`config.mk`:
```
export PLATFORM = sky130hd
export DESIGN_NAME = fifo_stream_reader
export DESIGN_NICKNAME = d
export VERILOG_FILES = /design/src/rtl/fifo_pkg.sv /design/src/rtl/fifo_stream_buf.sv /design/src/rtl/fifo_stream_reader.sv
export SDC_FILE = /design/constraint.sdc
export NUM_CORES = 1
export LEC_CHECK = 0
export BUFFER_PORTS_ARGS = -buffer_cell sky130_fd_sc_hd__buf_4
export CORE_MARGIN = 3
export CORE_UTILIZATION = 50
export CTS_BUF_LIST = sky130_fd_sc_hd__clkbuf_8
export DETAILED_ROUTE_END_ITERATION = 6
export GPL_ROUTABILITY_DRIVEN = 1
export PLACE_DENSITY = 0.75
export SLEW_MARGIN = 20
export SYNTH_ARGS = -nofsm -noshare
export SYNTH_HDL_FRONTEND = slang
export SYNTH_HIERARCHICAL = 1
export SYNTH_SLANG_ARGS = --single-unit
```
`constraint.sdc`:
```
create_clock -name i_clk -period 2.8 [get_ports i_clk]
set_input_delay 0.28 -clock i_clk [delete_from_list [all_inputs] [get_ports i_clk]]
set_output_delay 0.28 -clock i_clk [all_outputs]
set_load 0.005 [all_outputs]
```
`src/rtl/fifo_pkg.sv`:
```
// Shared definitions for the synchronous fifo and its stream read-side drain.
package fifo_pkg;

  // Deepest fifo_mem read pipeline supported by the read-side logic.
  localparam int MaxReadLatency = 2;

  // Bits needed to hold a count in the range 0..depth inclusive.
  function automatic int level_width(input int depth);
    return $clog2(depth + 1);
  endfunction

endpackage

```
`src/rtl/fifo_stream_buf.sv`:
```
// Small register buffer between the fifo read port and the output stream.
// Pointers wrap explicitly so Depth does not have to be a power of two; the
// head entry is presented combinationally with no extra read latency.
module fifo_stream_buf
  import fifo_pkg::*;
#(
  parameter  int DataWidth = 8,
  parameter  int Depth     = 2,
  localparam int PtrW      = (Depth > 1) ? $clog2(Depth) : 1,
  localparam int LevelW    = level_width(Depth)
) (
  input  logic                 i_clk,
  input  logic                 i_rst_n,
  input  logic                 i_clear,
  input  logic                 i_wr_en,
  input  logic [DataWidth-1:0] i_wr_data,
  input  logic                 i_rd_en,
  output logic [DataWidth-1:0] o_rd_data,
  output logic [LevelW-1:0]    o_level
);

  localparam logic [PtrW-1:0]   LastPtr   = PtrW'(Depth - 1);
  localparam logic [LevelW-1:0] FullLevel = LevelW'(Depth);

  logic [DataWidth-1:0] mem [Depth];
  logic [PtrW-1:0]      wr_ptr;
  logic [PtrW-1:0]      rd_ptr;
  logic [LevelW-1:0]    level;

  function automatic logic [PtrW-1:0] ptr_inc(input logic [PtrW-1:0] p);
    return (p == LastPtr) ? '0 : p + PtrW'(1);
  endfunction

  // Storage and write pointer; reset also zeroes the entries so the
  // presented word reads as zero out of reset.
  always_ff @(posedge i_clk) begin
    if (!i_rst_n) begin
      wr_ptr <= '0;
      for (int i = 0; i < Depth; i++) begin
        mem[i] <= '0;
      end
    end else if (i_clear) begin
      wr_ptr <= '0;
    end else if (i_wr_en) begin
      mem[wr_ptr] <= i_wr_data;
      wr_ptr      <= ptr_inc(wr_ptr);
    end
  end

  // Read pointer and occupancy; a simultaneous write and read leaves the
  // level unchanged while both pointers move on.
  always_ff @(posedge i_clk) begin
    if (!i_rst_n || i_clear) begin
      rd_ptr <= '0;
      level  <= '0;
    end else begin
      if (i_rd_en) begin
        rd_ptr <= ptr_inc(rd_ptr);
      end
      case ({i_wr_en, i_rd_en})
        2'b10:   level <= level + LevelW'(1);
        2'b01:   level <= level - LevelW'(1);
        default: level <= level;
      endcase
    end
  end

  // The credit logic upstream must never write a full buffer or read an empty one.
  always_ff @(posedge i_clk) begin
    if (i_rst_n && !i_clear) begin
      assert (!(i_wr_en && !i_rd_en && (level == FullLevel)));
      assert (!(i_rd_en && (level == '0)));
    end
  end

  assign o_rd_data = mem[rd_ptr];
  assign o_level   = level;

endmodule

```
`src/rtl/fifo_stream_reader.sv`:
```
// Read-side drain for the synchronous fifo. Pops the fifo only when the
// output buffer is guaranteed room for every word already requested, absorbs
// the fifo_mem read latency with a shift register of past pops, and presents
// the buffered words as a valid/ready stream.
//
// Stream handshake: o_valid is high whenever a word is buffered and o_data is
// that word; a transfer happens on every clock edge where o_valid && i_ready.
// While o_valid && !i_ready both o_valid and o_data hold. o_valid never
// depends combinationally on i_ready.
module fifo_stream_reader
  import fifo_pkg::*;
#(
  parameter  int DataWidth   = 8,
  parameter  int ReadLatency = 1,   // 1..MaxReadLatency
  localparam int BufDepth    = ReadLatency + 1,
  localparam int LevelW      = level_width(BufDepth)
) (
  input  logic                 i_clk,
  input  logic                 i_rst_n,
  input  logic                 i_fifo_empty,
  input  logic [DataWidth-1:0] i_fifo_rd_data,
  output logic                 o_fifo_rd_en,
  input  logic                 i_flush,
  output logic                 o_valid,
  output logic [DataWidth-1:0] o_data,
  input  logic                 i_ready,
  output logic [LevelW-1:0]    o_level
);

  // Wide enough for level + inflight without wrapping.
  localparam int CntW = LevelW + 2;

  logic [ReadLatency-1:0] rd_pipe;   // bit i set: a pop issued i+1 cycles ago
  logic [CntW-1:0]        inflight;
  logic [CntW-1:0]        committed;
  logic [LevelW-1:0]      level;
  logic                   pop;
  logic                   capture;
  logic                   buf_rd;
  logic                   rd_en;

  // Count requested words whose data has not yet been written to the buffer.
  always_comb begin
    inflight = '0;
    for (int i = 0; i < ReadLatency; i++) begin
      inflight = inflight + CntW'(rd_pipe[i]);
    end
  end

  assign o_valid   = (level != '0);
  assign pop       = o_valid && i_ready;

  // Slots already spoken for after this cycle's transfer; a new pop is only
  // allowed when one is still free, so the buffer can never overflow.
  assign committed = CntW'(level) + inflight - CntW'(pop);
  assign rd_en     = !i_fifo_empty && !i_flush && i_rst_n &&
                     (committed < CntW'(BufDepth));

  // The oldest pipe bit marks the cycle the fifo data is valid; a flush in
  // that same cycle drops it.
  assign capture   = rd_pipe[ReadLatency-1] && !i_flush;
  assign buf_rd    = pop && !i_flush;

  // Track outstanding fifo reads; flush and reset forget them all.
  always_ff @(posedge i_clk) begin
    if (!i_rst_n || i_flush) begin
      rd_pipe <= '0;
    end else begin
      rd_pipe <= (rd_pipe << 1) | ReadLatency'(rd_en);
    end
  end

  // The read pipeline depth must be one the credit scheme was sized for.
  always_ff @(posedge i_clk) begin
    assert ((ReadLatency >= 1) && (ReadLatency <= MaxReadLatency));
  end

  fifo_stream_buf #(
    .DataWidth (DataWidth),
    .Depth     (BufDepth)
  ) u_buf (
    .i_clk     (i_clk),
    .i_rst_n   (i_rst_n),
    .i_clear   (i_flush),
    .i_wr_en   (capture),
    .i_wr_data (i_fifo_rd_data),
    .i_rd_en   (buf_rd),
    .o_rd_data (o_data),
    .o_level   (level)
  );

  assign o_fifo_rd_en = rd_en;
  assign o_level      = level;

endmodule

```
======== Word-level counts from Yosys, hierarchy flattened ========
Memories as Yosys holds them, arrays and structs flattened. A register that Yosys moved wholly into a read port is not among the register bits.
Cells that the tools add are included.
storage, ports and cells
  memories kept ........................... 1
  logic and storage cells ................. 42
  bits in read-only memories .............. 0
  bits in writable memories ............... 16
  output and inout bits ................... 12
  latch bits .............................. 0
  register bits ........................... 5
  bits of input ports ..................... 13
operators by class
  reduce and logical (&&, ||, !) cells .... 14
  magnitude comparators ................... 1
  add/sub/neg operators ................... 6
  muxes and demuxes ....................... 13
  equality and inequality tests ........... 2
  bitwise gates (word level) .............. 1
  divide/modulo/power cells ............... 0
  shifts and indexed selects .............. 0
  $mul .................................... 0
memory list
  name       words  bits a word  rd ports  clocked after Yosys merged registers in  write ports  RTL line               text
  u_buf.mem  2      8            1         1                                        2            fifo_stream_buf.sv:25  logic [DataWidth-1:0] mem [Depth];
operator list
  kind                 count
  $mux 1               11
  $mux 8               1
  $reduce_or 8->1      1
  $logic_and 1x1->1    6
  $lt 4x2->1 const B   1
  $pmux 2 s2           1
  $reduce_bool 2->1    2
  $sub 3x1->4          1
  $add 2x1->3          1
  $logic_not 1->1      3
  $add 1x1->1 const B  2
  $add 2x1->2 const B  1
  $eq 2x1->1 const B   1
  $eq 2x2->1 const B   1
  $reduce_or 2->1      1
  $sub 2x1->2 const B  1
  $logic_or 1x1->1     1
  $not 1->1            1

======== Logic depth before layout (Yosys ltp) ========
  word-level depth ........................ 8
  depth in mapped cells ................... 7
  depth with buffers taken out ............ 7

======== By module ========
The synthesis kept the hierarchy.
by module, submodules not included
  module              cells an instance  area an instance (µm²)  sequential area each (µm²)  instances
  fifo_stream_buf     75                 885.8                   580.6                       1
  fifo_stream_reader  17                 153.9                   20.0                        1

======== Worst setup path before layout ========
No wires, ideal clock.
  path type ............................... register to output
  start point ............................. register u_buf.level[1] (netlist: u_buf/o_level[1])
  end point ............................... output o_fifo_rd_en
  data required time ...................... 2.520 ns
  setup slack ............................. 0.547 ns
  arrival time ............................ 1.973 ns
  cell stages (with the launch flop) ...... 7
  path buffers ............................ 0
  cells stage by stage .................... dfxtp_1 o21a_1 ha_1 nor2b_1 fa_1 nor4b_2 o311a_1
between the ends
  longest elaborated chain between the ends .. 5
  elaborated cells on any way between the ends .. 6
  those cells by class .................... 2 x add/sub; 1 x order compare; 3 x reduce/logical
ends and longest elaborated chain
  item                                                                 RTL line                  text
  start: declaration                                                   fifo_stream_buf.sv:28     logic [LevelW-1:0] level;
  start signal: assignment                                             fifo_stream_buf.sv:61     2'b10: level <= level + LevelW'(1);
  start signal: assignment                                             fifo_stream_buf.sv:62     2'b01: level <= level - LevelW'(1);
  start signal: assignment                                             fifo_stream_buf.sv:63     default: level <= level;
  parallel branches: the longest is 2 deep, another holds $add 2x1->3  --
  $sub 3x1->4 *                                                        fifo_stream_reader.sv:55  assign committed = CntW'(level) + inflight - CntW'(pop);
  $lt 4x2->1 *                                                         fifo_stream_reader.sv:57  (committed < CntW'(BufDepth));
  $logic_and 1x1->1 *                                                  fifo_stream_reader.sv:56  assign rd_en = !i_fifo_empty && !i_flush && i_rst_n &&
  end: declaration                                                     fifo_stream_reader.sv:22  output logic o_fifo_rd_en,
Mark *: on every way between the ends.

======== Worst setup path in the final report ========
  start point ............................. register u_buf.level[0] (netlist: u_buf/o_level[0])
  end point ............................... output o_fifo_rd_en
The elaborated chain is that of the path after synthesis.

==> results.json <==
{
  "status": "complete, no violations",
  "hp-class": "in2reg",
  "drt_pass1_iterations": 4,
  "yosysUniqueCellTypes": 21,
  "drive_above_1_share": 0.3417,
  "syn_inst": 92,
  "powerDensity_nw_per_um2": 523.4,
  "r2r-end": "rd_pipe",
  "rr_worst_depth": 6,
  "overflow": 0,
  "p_int_uw": 577.2,
  "crit_end": "o_fifo_rd_en",
  "ys_seq_area_frac": 0.5776,
  "cts_buffer_depth": 2,
  "critical_path_buf_inv_count": 1,
  "core_um2": 1839,
  "drc": 0,
  "rsz0062_at_grt": "false",
  "cp.depth": 7,
  "combPwrFrac": 0.076,
  "critPathLaunchType": "register",
  "path_class": "reg2out",
  "cts_tree": "done",
  "fmax_mhz": 381.1,
  "tightest_slew_ns": 0.6340,
  "syn_area_um2": 1040,
  "max_stage_delay_ns": 0.45,
  "crit_start": "u_buf/o_level[0]",
  "root_buffer": "clkbuf_8",
  "switchingPower_uw": 119.5,
  "critical-path-top-delay-family": "adder cells",
  "antenna_found_initial": 0,
  "min_period_ns": 2.624,
  "start_util": 0.5653,
  "finalCritPeriodShare": 0.9372,
  "grt_pass1_wl_um": 3291,
  "hold_depth": 3,
  "finalSetupTns_ns": 0,
  "cap_violations": 0,
  "leakage_nw": 0.5130,
  "htree_levels": 1,
  "rows": 15,
  "fp.dieW_um": 51.60,
  "grt_max_degree": 14,
  "slew_headroom": 0.5765,
  "worstSetupEndpointType": "output pin",
  "clock-sinks": 22,
  "layout.nets": 138,
  "most-common-layout-cells": "26 x buf_4, 20 x nor2_1, 16 x edfxtp_1",
  "drt_iter0_drc": 3,
  "crit_fanout": 6,
  "antenna_cells": 0,
  "numPortBuffers": 24,
  "clockPowerShare": 0.406,
  "routabilityCongestion": 0.7634,
  "vias": 719,
  "wirelength_um": 1899,
  "drv_slew": 0,
  "area_growth_pct": 28.04,
  "cts.reportedPaths.clkPinSlew_ns": 0.08,
  "reg2reg_slack_ns": 0.77,
  "ir_drop_v": 0.0003213,
  "fill_cells": 151,
  "p_seq_frac": 0.517,
  "critPathRequiredTime_ns": 2.52,
  "wire_per_inst_um": 13.10,
  "slowest_stage": "fa_1",
  "cp.arrival_ns": 2.34,
  "path_cells": "o21a_1 > ha_1 > nor2b_2 > fa_1 > nor4b_2 > o311a_1 > buf_4",
  "timing.final.ws_setup_ns": 0.1758,
  "yosys_warnings": 6,
  "final_common_cell": "buf_4",
  "hpwl_um": 1371,
  "die_y_um": 51.60,
  "ant_nets": 0,
  "io_pins": 25,
  "grt_pass1_vias": 777,
  "cts_buffers": 3,
  "synth_fp_nets": 109,
  "r2r-start": "u_buf/o_level[0]",
  "synth-seq-cells": 22,
  "gr-usage-all-layers": 0.1657,
  "fin_worst_skew_ns": 0.003469,
  "clk_latency_ns": 0.25,
  "p_sw_frac": 0.1715,
  "synth_area_per_cell_um2": 11.30,
  "dieArea_um2": 2663,
  "setup_viol": 0,
  "finalHoldViolations": 0,
  "vias_per_cell": 4.959,
  "preCtsSetupSlack_ns": 0.3100,
  "post_cts_buffers": 0
}
-- power by group through the flow --
stage	logic, mW	registers [mW]	clock network, mW
global route	0.0591	0.362	0.300
CTS	0.0535	0.361	0.289
floorplan	0.0231	0.367	0
global placement	0.0520	0.367	0
detailed placement	0.0530	0.368	0
finish	0.0531	0.360	0.283
-- worst min path at each step --
stage	start	endpoint	slack, ns
floorplan	u_buf/wr_ptr	u_buf/wr_ptr	0.45
global placement	u_buf/wr_ptr	u_buf/wr_ptr	0.46
detailed placement	u_buf/wr_ptr	u_buf/wr_ptr	0.47
CTS	i_fifo_empty	rd_pipe	0.30
global route	i_fifo_empty	rd_pipe	0.31
finish	i_fifo_empty	rd_pipe	0.30
-- stage by stage --
step	hold WS, ns	std cells	utilization	area (um2)	total power [mW]
2_1_floorplan	0.4499	92	-	1040	0.3900
3_3_place_gp	0.4560	141	0.6830	1256	0.4190
3_5_place_dp	0.4697	141	0.6830	1256	0.4210
4_1_cts	0.2978	145	0.7218	1328	0.7033
5_1_grt	0.3055	145	0.7238	1331	0.7212
6_report	0.3014	145	0.7238	1331	0.6968
-- cells in the mapped netlist --
library cell | count | area [um2]
inv_1 | 5 | 18.77
mux2_2 | 8 | 90.09
dfxtp_1 | 6 | 120.1
nand2b_1 | 1 | 6.260
fa_1 | 1 | 20.02
nor4b_2 | 1 | 15.01
edfxtp_1 | 16 | 480.5
xor2_1 | 2 | 17.52
nor2b_1 | 4 | 25.02
or3_1 | 1 | 6.260
or2_1 | 1 | 6.260
a21oi_1 | 2 | 10.01
o21a_1 | 1 | 7.510
o21ai_0 | 3 | 15.01
o311a_1 | 2 | 20.02
nand2_1 | 10 | 37.54
nor2_1 | 20 | 75.07
clkinv_1 | 1 | 3.750
buf_2 | 2 | 10.01
xnor2_1 | 2 | 17.52
ha_1 | 3 | 37.54
-- final cells by class --
type | instances | area [um2] | share of cell area
Sequential cell | 22 | 601.8 | 0.4521
Tap cell | 25 | 31.28 | 0.02350
Inverter | 6 | 22.52 | 0.01692
Clock buffer | 3 | 41.29 | 0.03101
Timing Repair Buffer | 26 | 195.2 | 0.1466
Clock inverter | 1 | 30.03 | 0.02256
Multi-Input combinational cell | 62 | 409.1 | 0.3073
-- cells by family (layout without fill, tap and decap cells) --
| kind of cell | Yosys count | in the layout | share of synthesized area |
|---|---|---|---|
| buf+inv | 8 | 36 | 0.03129 |
| mux | 8 | 8 | 0.08665 |
| fa+ha+maj | 4 | 4 | 0.05536 |
| compound gates | 8 | 8 | 0.05054 |
| simple gates | 38 | 38 | 0.1649 |
| flops | 22 | 22 | 0.5776 |
| xor+xnor | 4 | 4 | 0.03370 |
-- per-layer routing --
metal,vias to the layer above,GRT usage,part of all wire
met5,-,0,0
met3,2,0.02579,0.054
met1,333,0.1676,0.39
met4,0,0.05240,0.0084
li1,367,-,-
met2,17,0.3369,0.55
-- timing repair --
| action | 4_1_cts | 5_1_grt |
|---|---|---|
| hold buffers | 0 | 0 |
| setup endpoints to repair | 0 | 1 |
| resized for setup | 0 | 2 |
-- worst register-to-register path, stage by stage (launching register included) --
cell and delay [ns]:
dfxtp_1 0.37, o21a_1 0.22, ha_1 0.28, nor2b_2 0.18
fa_1 0.45, nor4b_2 0.27, o311a_1 0.20
-- flip-flops by register name, indices dropped and copies added (netlist names), named ones only --
signal and flops:
u_buf/o_level 2, rd_pipe 1, u_buf/rd_ptr 1, u_buf/wr_ptr 1, u_buf/mem 16
No activity file was read; power rests on OpenSTA's default activity.
